$ cat config.mk
export PLATFORM = sky130hd
export DESIGN_NAME = aes_ctr_keystream_engine
export DESIGN_NICKNAME = d
export VERILOG_FILES = /design/src/rtl/aes_ctr_pkg.sv /design/src/rtl/aes_ctr_keystream_engine_fifo.sv /design/src/rtl/aes_ctr_keystream_engine.sv
export SDC_FILE = /design/constraint.sdc
export NUM_CORES = 1
export LEC_CHECK = 0
export CAP_MARGIN = 20
export CORE_AREA = 2 2 266 268
export CTS_CLUSTER_SIZE = 25
export DETAILED_ROUTE_END_ITERATION = 6
export DIE_AREA = 0 0 268 270
export GPL_TIMING_DRIVEN = 1
export PLACE_DENSITY = 0.84
export SLEW_MARGIN = 15
export SYNTH_ARGS = -nofsm -noshare
export SYNTH_HDL_FRONTEND = slang
export SYNTH_SLANG_ARGS = --single-unit
$ cat constraint.sdc
create_clock -name clk -period 6.1 [get_ports clk]
set_input_delay 1.22 -clock clk [delete_from_list [all_inputs] [get_ports clk]]
set_output_delay 1.22 -clock clk [all_outputs]
set_load 0.01 [all_outputs]
$ cat src/rtl/aes_ctr_pkg.sv
// Shared types, status bit positions and the counter-increment helper for the CTR keystream engine.
package aes_ctr_pkg;

  typedef enum logic [1:0] {IDLE, RUN, FLUSH} state_t;

  localparam int ST_RUN      = 0;
  localparam int ST_FLUSHING = 1;
  localparam int ST_WRAP     = 2;
  localparam int ST_EMPTY    = 3;
  localparam int ST_CNT_LSB  = 8;
  localparam int ST_BLK_LSB  = 16;

  // Widest block the helper handles; callers zero-extend and truncate around it.
  localparam int CTR_MAX_W = 512;

  function automatic logic [CTR_MAX_W-1:0] ctr_inc(input logic [CTR_MAX_W-1:0] blk,
                                                   input int ctr_w);
    logic [CTR_MAX_W-1:0] one, mask;
    one  = CTR_MAX_W'(1);
    mask = (one << ctr_w) - one;
    return (blk & ~mask) | ((blk + one) & mask);
  endfunction

endpackage

$ cat src/rtl/aes_ctr_keystream_engine_fifo.sv
// ctr_keystream_fifo: synchronous keystream prefetch FIFO, power-of-two depth, with a flush input.
module ctr_keystream_fifo #(
  parameter int W     = 128,
  parameter int DEPTH = 4,
  localparam int AW   = $clog2(DEPTH)
) (
  input  logic          clk,
  input  logic          rst,
  input  logic          clr,
  input  logic          push,
  input  logic [W-1:0]  push_data,
  input  logic          pop,
  output logic [W-1:0]  head,
  output logic [AW:0]   count,
  output logic          full,
  output logic          empty
);

  logic [W-1:0]  mem [DEPTH];
  logic [AW-1:0] wr_ptr, rd_ptr;

  always_ff @(posedge clk) begin
    if (push) mem[wr_ptr] <= push_data;
  end

  // Flush wins over a simultaneous push/pop: everything queued is stale.
  always_ff @(posedge clk) begin
    if (rst || clr) begin
      wr_ptr <= '0;
      rd_ptr <= '0;
      count  <= '0;
    end else begin
      if (push) wr_ptr <= wr_ptr + AW'(1);
      if (pop)  rd_ptr <= rd_ptr + AW'(1);
      count <= count + (AW+1)'(push) - (AW+1)'(pop);
    end
  end

  assign head  = mem[rd_ptr];
  assign full  = (count == (AW+1)'(DEPTH));
  assign empty = (count == '0);

endmodule

$ cat src/rtl/aes_ctr_keystream_engine.sv
// CTR-mode front end: issues counter blocks to a pipelined cipher core, prefetches keystream, XORs the stream.
// Optional byte-enable path under AES_CTR_TKEEP_EN.
module aes_ctr_keystream_engine
  import aes_ctr_pkg::*;
#(
  parameter int DATA_W     = 128,
  parameter int CTR_W      = 32,
  parameter int FIFO_DEPTH = 4
) (
  input  logic              clk,
  input  logic              rst,
  input  logic              cfg_load,
  input  logic [DATA_W-1:0] cfg_iv,
  output logic [31:0]       status_register,
  output logic              core_req_valid,
  input  logic              core_req_ready,
  output logic [DATA_W-1:0] core_req_block,
  input  logic              core_rsp_valid,
  input  logic [DATA_W-1:0] core_rsp_block,
  output logic              s_axis_tready,
  input  logic              s_axis_tvalid,
  input  logic              s_axis_tlast,
  input  logic [DATA_W-1:0] s_axis_tdata,
`ifdef AES_CTR_TKEEP_EN
  input  logic [DATA_W/8-1:0] s_axis_tkeep,
  output logic [DATA_W/8-1:0] m_axis_tkeep,
`endif
  input  logic              m_axis_tready,
  output logic              m_axis_tvalid,
  output logic              m_axis_tlast,
  output logic [DATA_W-1:0] m_axis_tdata
);

  localparam int CW = $clog2(FIFO_DEPTH) + 1;

  state_t            state;
  logic [DATA_W-1:0] ctr_q, ctr_next, ks_head, xored;
  logic [CW-1:0]     outstanding, outstanding_nx, discard, fifo_count;
  logic [CW:0]       occ;
  logic              fifo_empty, fifo_full, fifo_push, wrap_q;
  logic              req_hs, s_hs, m_hs;
  logic [15:0]       blocks_out;
  logic [31:0]       status_nx;

  assign req_hs = core_req_valid & core_req_ready;
  assign s_hs   = s_axis_tvalid & s_axis_tready;
  assign m_hs   = m_axis_tvalid & m_axis_tready;

  // Every block ever requested is either in the core, in the FIFO, or consumed.
  assign occ            = {1'b0, fifo_count} + {1'b0, outstanding};
  assign core_req_valid = (state == RUN) && (occ < (CW+1)'(FIFO_DEPTH));
  assign core_req_block = ctr_q;
  assign s_axis_tready  = (state == RUN) && !fifo_empty && (!m_axis_tvalid || m_axis_tready);

  assign ctr_next       = DATA_W'(ctr_inc(CTR_MAX_W'(ctr_q), CTR_W));
  assign outstanding_nx = outstanding + CW'(req_hs) - CW'(core_rsp_valid);
  assign fifo_push      = core_rsp_valid && (state == RUN) && !cfg_load;

  ctr_keystream_fifo #(.W(DATA_W), .DEPTH(FIFO_DEPTH)) u_fifo (
    .clk       (clk),
    .rst       (rst),
    .clr       (cfg_load),
    .push      (fifo_push),
    .push_data (core_rsp_block),
    .pop       (s_hs),
    .head      (ks_head),
    .count     (fifo_count),
    .full      (fifo_full),
    .empty     (fifo_empty)
  );

  // On reload every block still inside the core belongs to the old IV and must be dropped.
  always_ff @(posedge clk) begin
    if (rst) begin
      state       <= IDLE;
      ctr_q       <= '0;
      outstanding <= '0;
      discard     <= '0;
      wrap_q      <= 1'b0;
    end else begin
      outstanding <= outstanding_nx;
      if (cfg_load) begin
        ctr_q   <= cfg_iv;
        wrap_q  <= 1'b0;
        discard <= outstanding_nx;
        state   <= (outstanding_nx != '0) ? FLUSH : RUN;
      end else begin
        if (req_hs) begin
          ctr_q <= ctr_next;
          if (&ctr_q[CTR_W-1:0]) wrap_q <= 1'b1;
        end
        if (state == FLUSH && core_rsp_valid) begin
          discard <= discard - CW'(1);
          if (discard == CW'(1)) state <= RUN;
        end
      end
    end
  end

`ifdef AES_CTR_TKEEP_EN
  for (genvar b = 0; b < DATA_W/8; b++) begin : g_keep
    assign xored[b*8 +: 8] = s_axis_tkeep[b] ? (s_axis_tdata[b*8 +: 8] ^ ks_head[b*8 +: 8]) : 8'h00;
  end
`else
  assign xored = s_axis_tdata ^ ks_head;
`endif

  always_comb begin
    status_nx                     = '0;
    status_nx[ST_RUN]             = (state == RUN);
    status_nx[ST_FLUSHING]        = (state == FLUSH);
    status_nx[ST_WRAP]            = wrap_q;
    status_nx[ST_EMPTY]           = fifo_empty;
    status_nx[ST_CNT_LSB +: 8]    = 8'(fifo_count);
    status_nx[ST_BLK_LSB +: 16]   = blocks_out;
  end

  always_ff @(posedge clk) begin
    if (rst) begin
      m_axis_tvalid   <= 1'b0;
      m_axis_tlast    <= 1'b0;
      m_axis_tdata    <= '0;
`ifdef AES_CTR_TKEEP_EN
      m_axis_tkeep    <= '0;
`endif
      blocks_out      <= '0;
      status_register <= '0;
    end else begin
      if (s_hs) begin
        m_axis_tvalid <= 1'b1;
        m_axis_tlast  <= s_axis_tlast;
        m_axis_tdata  <= xored;
`ifdef AES_CTR_TKEEP_EN
        m_axis_tkeep  <= s_axis_tkeep;
`endif
      end else if (m_axis_tready) begin
        m_axis_tvalid <= 1'b0;
      end
      blocks_out      <= blocks_out + 16'(m_hs);
      status_register <= status_nx;
    end
  end

  always_ff @(posedge clk) begin
    if (!rst) assert (!(fifo_push && fifo_full));
  end

endmodule

==> impl_metrics.tcl <==
set metrics [dict create \
    yosysSeqAreaShare_pct 69.5 \
    start_util_pct 44.9 \
    crit_top_cell "clkdlybuf4s50_1" \
    intPower_mw 9.37 \
    ys_dominant_reg_cell "edfxtp_1" \
    r2r_slack_ps 2810 \
    clkLatencyLatePin_ps 640 \
    cp-end-kind "primary output" \
    htree_levels 3 \
    min_to "wrap_q" \
    post_route_cells_drive_above_1_share_pct 11.0 \
    grt-ovfl-total 0 \
    fin_crit_sh_pct 61.9 \
    syn_inst 2002 \
    clock_sinks 827 \
    final_util_pct 59.9 \
    fin_setup_tns_ps 0 \
    rows 97 \
    vias_per_cell 5.18 \
    slew_violations 0 \
    cts_resized 0 \
    worstPathArrival_ps 2560 \
    hold_path_depth 1 \
    route.met3.wl_um 5850 \
    ys_ff_latch 827 \
    worstSetupPathType "in -> out" \
    vdd_drop_max_uv 256 \
    reg2regPathDepth 12 \
    ys_types 54 \
    first_pass_iters 5 \
    avgSynthCellArea_um2 15.6 \
    cts-buffers-inserted 83 \
    wl_met1_um 28200 \
    ios 684 \
    status "completed" \
    r2r-end "state[1]" \
    power_frac_comb_pct 6.6 \
    wl_met2_um 40300 \
    routed.top_layer "met5" \
    vias 19133 \
    start_kind "input pin" \
    synth_edf_count 512 \
    core_area_mm2 0.0695 \
    grt_max_degree 181 \
    hold_buffers 0 \
    grt_pass1_vias 20197 \
    rr_startpoint "u_fifo.count[2]" \
    critPathMaxStageDelay_ps 510 \
    cts.root.buffer_cell "clkbuf_16" \
    stdcell_count 3692 \
    hold_path_class "reg -> reg" \
    wl_per_cell_um 21.4 \
    globalplace.congestion 0.891 \
    p_sw_share_pct 21.5 \
    place_inst 3523 \
    seq_power_share_pct 50.9 \
    rsz0062_at_grt "false" \
    postCtsSetupRepairBufs 0 \
    synthToLayoutAreaGrowth_pct 33.5 \
    die_area_mm2 0.0724 \
    design_power_total_mw 11.9 \
    report.final.setup_viol 0 \
    route.detailed.drc 0 \
    crit_chain "clkdlybuf4s50_1 -> nor2b_1 -> nor3_1 -> clkdlybuf4s50_1" \
    p_sw_mw 2.57 \
    max_slew_margin_pct 29.6 \
    clockPowerShare_pct 42.4 \
    slowest_stage "clkdlybuf4s50_1" \
    syn_area_mm2 0.0312 \
    crit_fanout 3 \
    timing.fmax_mhz 265 \
    cts_buffer_depth 3 \
    wirelength_um 78900 \
    fin_crit_ps 3780 \
    clk_pin_slew_worst_paths_ps 60 \
    tritoncts "yes" \
    power_density_mw_per_mm2 287 \
    yosysWarningCount 0 \
    p_leak_nw 13.7 \
    maxCapViolations 0 \
    track_usage_pct 21.3 \
    grt_pass1_wl_um 117000 \
    place_hpwl_um 54000 \
    portBuffers 674 \
    drt-initial-drc-count 1162 \
    worst_pin_slew_ps 1060 \
    crit_required_ps 4880 \
    async_reset_ff_share_pct 0 \
    die_width_um 268 \
    hp-start "wrap_q" \
    hold_violations 0 \
    nets 3077 \
    skew_ps 55.4 \
    antenna_found_initial 21 \
    fp.dieH_um 270 \
    ant_nets 0 \
]
==> flip-flops by register name, indices dropped and copies added, names as in the netlist, 3 cells and up, named ones only <==
register / flops
u_fifo.mem: 512
m_axis_tdata: 128
discard: 3
outstanding: 3
blocks_out: 16
u_fifo.count: 3
status_register: 23
core_req_block: 128
==> layout by cell type (no fill, tap or decap), drive strengths merged, types with 14 or more instances in the layout <==
cell type	Yosys	layout
clkdlybuf4s50	0	672
edfxtp	512	512
dfxtp	315	315
nor2	290	290
xnor2	150	150
a211oi	148	148
mux4	128	128
clkbuf	79	112
mux2i	97	97
clkinv	0	32
nand2	28	28
inv	20	24
buf	44	24
nor2b	22	22
xor2	22	22
nand4	21	21
nand3	19	19
ha	15	15
diode	0	14
==> stage by stage <==
stage | worst slack, ps | area [um2] | hold WS [ps]
2_1_floorplan | 819 | 31200 | 433
3_3_place_gp | 2140 | 38900 | 444
3_5_place_dp | 2070 | 38900 | 452
4_1_cts | 2320 | 41600 | 469
5_1_grt | 2250 | 41600 | 495
6_report | 2320 | 41700 | 463
==> synthesized netlist by cell type, drive strengths merged (2+ instances only) <==
library cell / number / share of area (%)
fa: 2 / 0.13
a311oi: 7 / 0.20
o21bai: 2 / 0.048
a211oi: 148 / 3.6
buf: 44 / 0.77
o21ai: 9 / 0.14
nor4: 6 / 0.24
inv: 20 / 0.24
nand2: 28 / 0.34
mux4: 128 / 9.2
or3: 7 / 0.14
nand3: 19 / 0.30
o21a: 2 / 0.048
nor2b: 22 / 0.44
and2: 12 / 0.24
nand2b: 2 / 0.040
mux2i: 97 / 3.1
dfxtp: 315 / 20
xnor2: 150 / 4.2
nor4b: 2 / 0.056
ha: 15 / 0.60
nand4: 21 / 0.49
nor3: 11 / 0.21
xor2: 22 / 0.62
clkbuf: 79 / 0.95
edfxtp: 512 / 49
a21oi: 10 / 0.16
nor2: 290 / 3.5
and3: 6 / 0.12
or4: 3 / 0.084
==> cell families after synthesis <==
kind of cell | count (synthesis) | share of synthesized area (%)
compound gates | 183 | 4.30
xor+xnor | 172 | 4.83
mux | 225 | 12.4
flops | 827 | 69.5
other cells | 1 | 0.0120
simple gates | 434 | 6.33
buf+inv | 143 | 1.97
fa+ha+maj | 17 | 0.730
==> worst max-delay path by stage <==
stage	slack (ps)	startpoint	cells after the start	to
2_1_floorplan	820	cfg_load	4	u_fifo.mem[0][0]
3_3_place_gp	2140	core_rsp_valid	5	u_fifo.mem[2][21]
3_5_place_dp	2070	core_rsp_valid	5	u_fifo.mem[0][14]
4_1_cts	2320	m_axis_tready	4	s_axis_tready
5_1_grt	2250	m_axis_tready	4	s_axis_tready
6_report	2320	m_axis_tready	4	s_axis_tready
==> power groups by stage <==
| stage | clock network, mW | logic, mW | registers, mW |
|---|---|---|---|
| after detailed placement | 0 | 0.794 | 6.20 |
| after CTS | 5.16 | 0.801 | 6.08 |
| after floorplan | 0 | 0.279 | 6.21 |
| final | 5.07 | 0.793 | 6.08 |
| after global routing | 5.39 | 0.850 | 6.08 |
| after global placement | 0 | 0.766 | 6.19 |
==> area by class of cell <==
cell class / instances / area [um2]
timing repair buffer: 696 / 6970
fill: 4984 / 27900
multi-input combinational: 1040 / 8950
clock buffer: 112 / 2330
antenna: 14 / 35.0
tap: 940 / 1180
inverter: 20 / 75.1
sequential: 827 / 21700
clock inverter: 43 / 439
==> critical path: cells and delay by family <==
kind,cells,cell delay [ps]
buffers and inverters,2,950
AND/OR/NAND/NOR,2,400
==> per-layer routing <==
metal,GRT usage (%),up-vias
li1,-,8819
met1,23.1,9344
met2,37.5,756
met3,5.42,196
met4,12.1,18
met5,0,-
Note: power is estimated with default switching activity, not from simulation.
